File: src/rtl/uart_pkg.sv
// uart_pkg: shared definitions for the UART transmit and receive blocks.
//   tx_state_t      - transmitter FSM state encoding
//   PARITY_*        - values accepted by the PARITY parameter
//   pulse_width()   - clk cycles per bit time (integer division)
package uart_pkg;

  typedef enum logic [2:0] {
    IDLE   = 3'd0,
    START  = 3'd1,
    DATA   = 3'd2,
    PARITY = 3'd3,
    STOP   = 3'd4
  } tx_state_t;

  localparam int PARITY_NONE = 0;
  localparam int PARITY_EVEN = 1;
  localparam int PARITY_ODD  = 2;

  // Number of clk cycles in one bit time.
  function automatic int pulse_width(input int clk_freq, input int baud_rate);
    return clk_freq / baud_rate;
  endfunction

endpackage

File: src/rtl/uart_baud_gen.sv
// uart_baud_gen: bit-time counter, counts 0..PULSE_WIDTH-1 and wraps.
//   clk       in   system clock
//   rst       in   synchronous active-high reset (counter -> 0)
//   restart   in   hold/restart the counter at 0
//   bit_done  out  high in the last cycle of a bit time
//   bit_near  out  high in the second-to-last cycle of a bit time
// PULSE_WIDTH must be at least 2.
module uart_baud_gen #(
  parameter int PULSE_WIDTH = 868
) (
  input  logic clk,
  input  logic rst,
  input  logic restart,
  output logic bit_done,
  output logic bit_near
);

  localparam int CW = (PULSE_WIDTH > 2) ? $clog2(PULSE_WIDTH) : 1;
  localparam logic [CW-1:0] LAST = CW'(PULSE_WIDTH - 1);
  localparam logic [CW-1:0] NEAR = CW'(PULSE_WIDTH - 2);

  logic [CW-1:0] cnt;

  assign bit_done = (cnt == LAST);
  assign bit_near = (cnt == NEAR);

  // Bit-time counter: wraps at the end of every bit, so each new bit
  // (and therefore each FSM state entry from a bit boundary) starts at 0.
  always_ff @(posedge clk) begin
    if (rst || restart) begin
      cnt <= '0;
    end else if (bit_done) begin
      cnt <= '0;
    end else begin
      cnt <= cnt + CW'(1);
    end
  end

endmodule

File: src/rtl/uart_tx.sv
// uart_tx: UART transmitter. Takes a word over valid/ready and sends
// start bit, LSB-first data, optional parity and STOP_BITS stop bits.
//   clk       in   system clock
//   rst       in   synchronous active-high reset
//   data      in   word to send, sampled on handshake (valid && ready)
//   valid     in   data is offered
//   ready     out  transmitter accepts a word this cycle
//   busy      out  a frame is on the line
//   uart_out  out  serial line, idles high, driven from a flop
module uart_tx #(
  parameter int DATA_WIDTH = 8,
  parameter int BAUD_RATE  = 115200,
  parameter int CLK_FREQ   = 100_000_000,
  parameter int PARITY     = 0,
  parameter int STOP_BITS  = 1
) (
  input  logic                  clk,
  input  logic                  rst,
  input  logic [DATA_WIDTH-1:0] data,
  input  logic                  valid,
  output logic                  ready,
  output logic                  busy,
  output logic                  uart_out
);

  import uart_pkg::*;

  localparam int PULSE_WIDTH = pulse_width(CLK_FREQ, BAUD_RATE);
  localparam logic [3:0] LAST_DATA = 4'(DATA_WIDTH - 1);
  localparam logic [3:0] LAST_STOP = 4'(STOP_BITS - 1);

  tx_state_t             state;
  logic [DATA_WIDTH-1:0] shreg;
  logic [3:0]            bit_cnt;
  logic                  parity_bit;
  logic                  bit_done;
  logic                  bit_near;
  logic                  handshake;
  logic                  last_stop;

  assign handshake = valid && ready;
  assign last_stop = (state == STOP) && (bit_cnt == LAST_STOP);

  // Counter is held at 0 while idle so START always gets a full bit time.
  uart_baud_gen #(
    .PULSE_WIDTH(PULSE_WIDTH)
  ) u_baud (
    .clk      (clk),
    .rst      (rst),
    .restart  (state == IDLE),
    .bit_done (bit_done),
    .bit_near (bit_near)
  );

  // Transmit FSM with registered line, ready and busy outputs.
  always_ff @(posedge clk) begin
    if (rst) begin
      state      <= IDLE;
      uart_out   <= 1'b1;
      ready      <= 1'b0;
      busy       <= 1'b0;
      shreg      <= '0;
      bit_cnt    <= 4'd0;
      parity_bit <= 1'b0;
    end else begin
      case (state)
        IDLE: begin
          if (handshake) begin
            shreg      <= data;
            parity_bit <= (PARITY == PARITY_ODD) ? ~^data : ^data;
            state      <= START;
            uart_out   <= 1'b0;
            ready      <= 1'b0;
            busy       <= 1'b1;
          end else begin
            uart_out   <= 1'b1;
            ready      <= 1'b1;
            busy       <= 1'b0;
          end
        end

        START: begin
          if (bit_done) begin
            state    <= DATA;
            uart_out <= shreg[0];
            bit_cnt  <= 4'd0;
          end
        end

        DATA: begin
          if (bit_done) begin
            shreg <= shreg >> 1;
            if (bit_cnt == LAST_DATA) begin
              bit_cnt <= 4'd0;
              if (PARITY != PARITY_NONE) begin
                state    <= uart_pkg::PARITY;
                uart_out <= parity_bit;
              end else begin
                state    <= STOP;
                uart_out <= 1'b1;
              end
            end else begin
              bit_cnt  <= bit_cnt + 4'd1;
              // shreg[1] is the next bit once this shift lands.
              uart_out <= shreg[1];
            end
          end
        end

        uart_pkg::PARITY: begin
          if (bit_done) begin
            state    <= STOP;
            uart_out <= 1'b1;
            bit_cnt  <= 4'd0;
          end
        end

        STOP: begin
          // Open ready for the final cycle of the last stop bit so a
          // waiting word can follow with no idle gap.
          if (last_stop && bit_near) begin
            ready <= 1'b1;
          end
          if (bit_done) begin
            if (last_stop) begin
              if (handshake) begin
                shreg      <= data;
                parity_bit <= (PARITY == PARITY_ODD) ? ~^data : ^data;
                state      <= START;
                uart_out   <= 1'b0;
                ready      <= 1'b0;
              end else begin
                state      <= IDLE;
                uart_out   <= 1'b1;
                busy       <= 1'b0;
              end
            end else begin
              bit_cnt <= bit_cnt + 4'd1;
            end
          end
        end

        default: begin
          state    <= IDLE;
          uart_out <= 1'b1;
          ready    <= 1'b0;
          busy     <= 1'b0;
        end
      endcase
    end
  end

endmodule

File: config.mk
export PLATFORM = sky130hd
export DESIGN_NAME = uart_tx
export DESIGN_NICKNAME = d
export VERILOG_FILES = /design/src/rtl/uart_pkg.sv /design/src/rtl/uart_baud_gen.sv /design/src/rtl/uart_tx.sv
export SDC_FILE = /design/constraint.sdc
export NUM_CORES = 1
export LEC_CHECK = 0
export CORE_MARGIN = 10
export CORE_UTILIZATION = 35
export CTS_CLUSTER_DIAMETER = 100
export CTS_CLUSTER_SIZE = 25
export DETAILED_ROUTE_END_ITERATION = 7
export PLACE_DENSITY = 0.6
export SYNTH_ARGS = -nofsm -noshare
export SYNTH_HDL_FRONTEND = slang
export SYNTH_HIERARCHICAL = 1
export SYNTH_SLANG_ARGS = --single-unit
File: constraint.sdc
create_clock -name clk -period 2.97 [get_ports clk]
set_clock_uncertainty 0.05 [all_clocks]
set_input_delay 0.297 -clock clk [delete_from_list [all_inputs] [get_ports clk]]
set_output_delay 0.297 -clock clk [all_outputs]
set_load 0.1 [all_outputs]
-- After elaboration in Yosys (flattened, before gate mapping)
Index checks and enable logic that the tools add are counted.
- bits in registers: 28
- input port bits: 11
- $add $sub $neg: 2
- reduce and logical (&&, ||, !) cells: 16
- bitwise gates (word level): 1
- equality and inequality tests: 17
- mux-type cells: 38
- operator list (operator ; number):
    $mux W8 ; 4
    $pmux W8 S3 ; 1
    $mux W3 ; 7
    $eq A10 B10 Y1 const B ; 2
    $mux W4 ; 5
    $ne A2 B2 Y1 const B ; 9
    $mux W1 ; 16
    $pmux W3 S5 ; 1
    $pmux W4 S3 ; 1
    $add A10 B1 Y10 const B ; 1
    $reduce_and A5 Y1 ; 2
    $reduce_and A4 Y1 ; 2
    $reduce_and A7 Y1 ; 1
    $eq A3 B2 Y1 const B ; 2
    $pmux W1 S3 ; 2
    $reduce_bool A3 Y1 ; 2
    $pmux W1 S5 ; 1
    $add A4 B1 Y4 const B ; 1
    $eq A4 B3 Y1 const B ; 1
    $logic_not A4 Y1 ; 1
    $reduce_or A2 Y1 ; 2
    $eq A3 B1 Y1 const B ; 1
    $eq A3 B3 Y1 const B ; 1
    $logic_and A1 B1 Y1 ; 3
    other kinds (5) ; 5

-- Logic depth before layout (Yosys ltp)
Gate-level depths: netlist (run 1).
- depth in word-level cells: 8
- gate-level depth with buffers: 8
- depth with buffers taken out: 8

-- Modules after synthesis
The synthesis (run 1) kept the hierarchy.
- by module, submodules not included (module ; instances ; area an instance (um^2) ; cells an instance):
    uart_tx ; 1 ; 1099.8 ; 129
    uart_baud_gen ; 1 ; 471.7 ; 53

-- Worst setup path after synthesis (run 1)
OpenSTA, ideal clock, no wires.
- path type: reg-to-reg
- start point: register u_baud.cnt[0]
- end point: register shreg[2]
- clock period less this slack: 2827 ps
- path slack: 143 ps
- arrival time: 2707 ps
- required time: 2849 ps
- cell stages (with the launch flop): 9
- path through: dfxtp_1 > ha_1 > inv_1 > nor4_1 > and4bb_4 > nor3_2 > buf_6 > or4_1 > a21oi_1
- longest elaborated chain between the ends: 3
- RTL lines (item ; RTL line ; RTL):
    start: declaration ; uart_baud_gen.sv:22 ; logic [CW-1:0] cnt;
    start signal: assignment ; uart_baud_gen.sv:35 ; cnt <= cnt + CW'(1);
    $eq A10 B10 Y1 (*) ; uart_baud_gen.sv:24 ; assign bit_done = (cnt == LAST);
    via bit_done ; uart_tx.sv:36 ; logic bit_done;
    $ne A2 B2 Y1 (no line) ; -- ;
    $reduce_and A4 Y1 (no line) (*) ; -- ;
    end signal: assignment ; uart_tx.sv:69 ; shreg <= data;
    end signal: assignment ; uart_tx.sv:92 ; shreg <= shreg >> 1;
    end signal: assignment ; uart_tx.sv:127 ; shreg <= data;
    end: declaration ; uart_tx.sv:33 ; logic [DATA_WIDTH-1:0] shreg;
Mark *: on every way through the listed nets, which the timed path passes. The rest lies on a longest branch.
A chain may end at the register's enable or synchronous reset.

-- Worst setup path after layout (run 1)
- start point: register u_baud.cnt[0]
- end point: register shreg[5]
The elaborated chain is that of the path after synthesis.

==> impl_metrics.yaml, run 1 <==
clocking:
  cts_tree: "yes"
  cts.htree.levels: 1
  root_buffer: "clkbuf_8"
  cts_resized: 0
  cts_sinks: 28
  cts_setup_buffers: 0
  cts_buffers: 3
  clock_path_buffers: 2
  clock_latency_ps: 270
  holdBufCountCts: 0
  cts.reportedPaths.clkPinSlew_ps: 90
cells_and_area:
  fillers: 432
  drive_above_1_share_pct: 8.377
  area_growth_syn_to_layout_pct: 12.18
  final_core_util_pct: 40.49
  num_antenna_cells: 0
  final_area_mm2: 0.001763
  fin_cells: 243
  nets: 208
sta:
  tns_ps: 0
  period_needed_ps: 2587
  setup_ws_ps: 382.7
  grt_setup_unrepaired: "no"
  slew_viol_final: 0
  worst_pin_slew_ps: 817.7
  hold_viol_final: 0
  setup_violations: 0
  maxSlewHeadroom_pct: 45.19
  max_clock_freq_mhz: 386.5
  period_share_pct: 87.12
placement:
  pre_cts_ws_ps: 488.5
  hpwl_mm: 2.408
  post_dp_cell_area_mm2: 0.001722
  globalplace.congestion: 0.7913
  numPortBuffers: 13
  dp_cells: 240
setup_path:
  crit_path_end: "shreg[5]"
  cp_max_fo: 15
  r2r_end: "shreg[5]"
  worst_ep_required_time_ps: 3110
  crit_path_end_kind: "register"
  r2r_cells: 8
  r2r_slack_ps: 380
  r2r_start: "u_baud/cnt[0]"
  worst-setup-path-type: "reg2reg"
  start_kind: "register"
  cp.arrival_ps: 2730
  critPathLaunch: "u_baud/cnt[0]"
floorplanning:
  io_pins: 14
  core_mm2: 0.004354
  start_util_pct: 36.09
  rows: 24
  die_w_um: 87.01
  die_area_mm2: 0.007570
  die_h_um: 87.01
detailed_routing:
  antenna_violating_nets_post_route: 0
  dr.pass1.iters: 4
  wl_per_cell_um: 14.11
  drtIter0Drc: 167
  wirelength_mm: 3.428
  vias_per_cell: 5.477
  vias: 1331
  drcViolationCount: 0
global_route:
  grt_max_degree: 28
  grt_overflow_total: 0
  antenna_found_initial: 0
  grt_pass1_wl_mm: 5.789
  grt_usage_pct: 9.060
  grt_pass1_vias: 1173
min_path:
  hold_path.class: "reg2reg"
synth:
  synth_area_per_cell_um2: 8.635
  synth.distinct_cells: 46
  ys.flop_type: "dfxtp_1"
  synth_nets: 197
  yosys_warnings: 6
  syn_inst: 182
  synth_area_leaders: "dfxtp_1 (36%), a21oi_1 (6.1%), mux2i_1 (4.5%)"
  yosysMostFrequentCell: "dfxtp_1"
  yosysTopAreaCell: "dfxtp_1"
  synth_area_mm2: 0.001572
  synth_edf_count: 0
  synth_top_cell_area_share_pct: 35.67
  yosysSeqAreaShare_pct: 35.67
  ys_ff_latch: 28
  synth_commonest_cells: "dfxtp_1 (28), a21oi_1 (19), nor2_1 (15)"
  async_reset_ff_share_pct: 0
run:
  cap_viol_max_count: 0
power:
  p_leak_nw: 0.5323
  powerDensity_mw_per_mm2: 398.9
  peakVddDrop_v: 0.0001954
status:
  outcome: "finished, final reports clean"
## critical path, cell delays in order, from the launching register on
cell	delay, ps
dfxtp_1	400
ha_1	280
inv_1	120
nor4_1	310
buf_4	220
and4bb_4	300
nor3_2	130
or4_1	540
a21oi_1	150
## registers in the layout (all words and copies together) (netlist names)
register and count:
state 3, shreg 8, ready 1, u_baud/cnt 10, uart_out 1, bit_cnt 4
busy 1
## cells by family after synthesis
logic type	count (synthesis)	share of synthesized area, %
flops	28	35.67
compound gates	52	22.05
xor+xnor	5	2.787
buf+inv	20	5.971
simple gates	64	24.20
fa+ha+maj	4	3.185
mux	9	6.130
## through the flow
| step | hold slack [ps] | total power [mW] |
|---|---|---|
| 6_report | 416.6 | 0.7033 |
| 5_1_grt | 438.0 | 0.7393 |
| 4_1_cts | 421.0 | 0.7144 |
| 3_5_place_dp | 407.3 | 0.5114 |
| 3_3_place_gp | 404.1 | 0.5114 |
| 2_1_floorplan | 319.8 | 0.4803 |
## how the worst min path moves through the flow
stage / startpoint / end / slack, ps / cells after the start
after floorplan: rst / bit_cnt[2] / 320 / 1
after CTS: shreg[2] / shreg[2] / 420 / 2
after global placement: shreg[4] / shreg[4] / 400 / 2
final: shreg[2] / shreg[2] / 420 / 2
after global routing: shreg[0] / shreg[0] / 440 / 2
after detailed placement: shreg[4] / shreg[4] / 410 / 2
## report_power, final
part | total [mW] | switching (mW) | internal [mW]
Sequential | 0.404 | 0.0169 | 0.387
Clock | 0.200 | 0.109 | 0.0909
Combinational | 0.0991 | 0.0607 | 0.0384
Total | 0.703 | 0.187 | 0.516
## cells in the final DEF, fill, tap and decap left out, drive strengths merged, types with 3 or more instances in the layout
| master | netlist | layout |
|---|---|---|
| clkbuf | 4 | 3 |
| o22ai | 3 | 3 |
| dfxtp | 28 | 28 |
| inv | 11 | 11 |
| or3 | 4 | 4 |
| mux2i | 7 | 7 |
| o21ai | 9 | 9 |
| a21oi | 19 | 19 |
| nand3 | 5 | 5 |
| xnor2 | 3 | 3 |
| buf | 5 | 5 |
| nor3b | 3 | 3 |
| clkdlybuf4s50 | 0 | 10 |
| nor4 | 3 | 3 |
| nor2 | 15 | 15 |
| nand4 | 4 | 4 |
| ha | 4 | 4 |
| nand2 | 4 | 4 |
| nand2b | 4 | 4 |
| nor3 | 7 | 7 |
| or4 | 7 | 7 |
| o31ai | 9 | 9 |
## layout make-up
class	count	area (µm²)	share of cell area, %
sequential	28	560.5	31.80
clock buffer	3	41.29	2.342
timing repair buffer	15	137.6	7.807
inverter	11	41.29	2.342
tap	52	65.06	3.691
multi-input combinational	134	917.1	52.02
## routing by layer
metal / vias up / wire length [µm] / global-route usage (%) / part of all wire, %
met5: - / 0 / 0 / 0
met4: 0 / 23 / 3.682 / 0.67
met3: 2 / 140 / 1.779 / 4.1
met2: 24 / 1451 / 12.06 / 42
met1: 608 / 1813 / 13.53 / 53
li1: 697 / - / - / -
Power figures use the tool's default switching activity.
==> run 2: changes to the inputs <==
- GPL_TIMING_DRIVEN: default -> 1
==> results of run 2 <==
The final DEF is identical to that of run 1; final timing and power are the same.
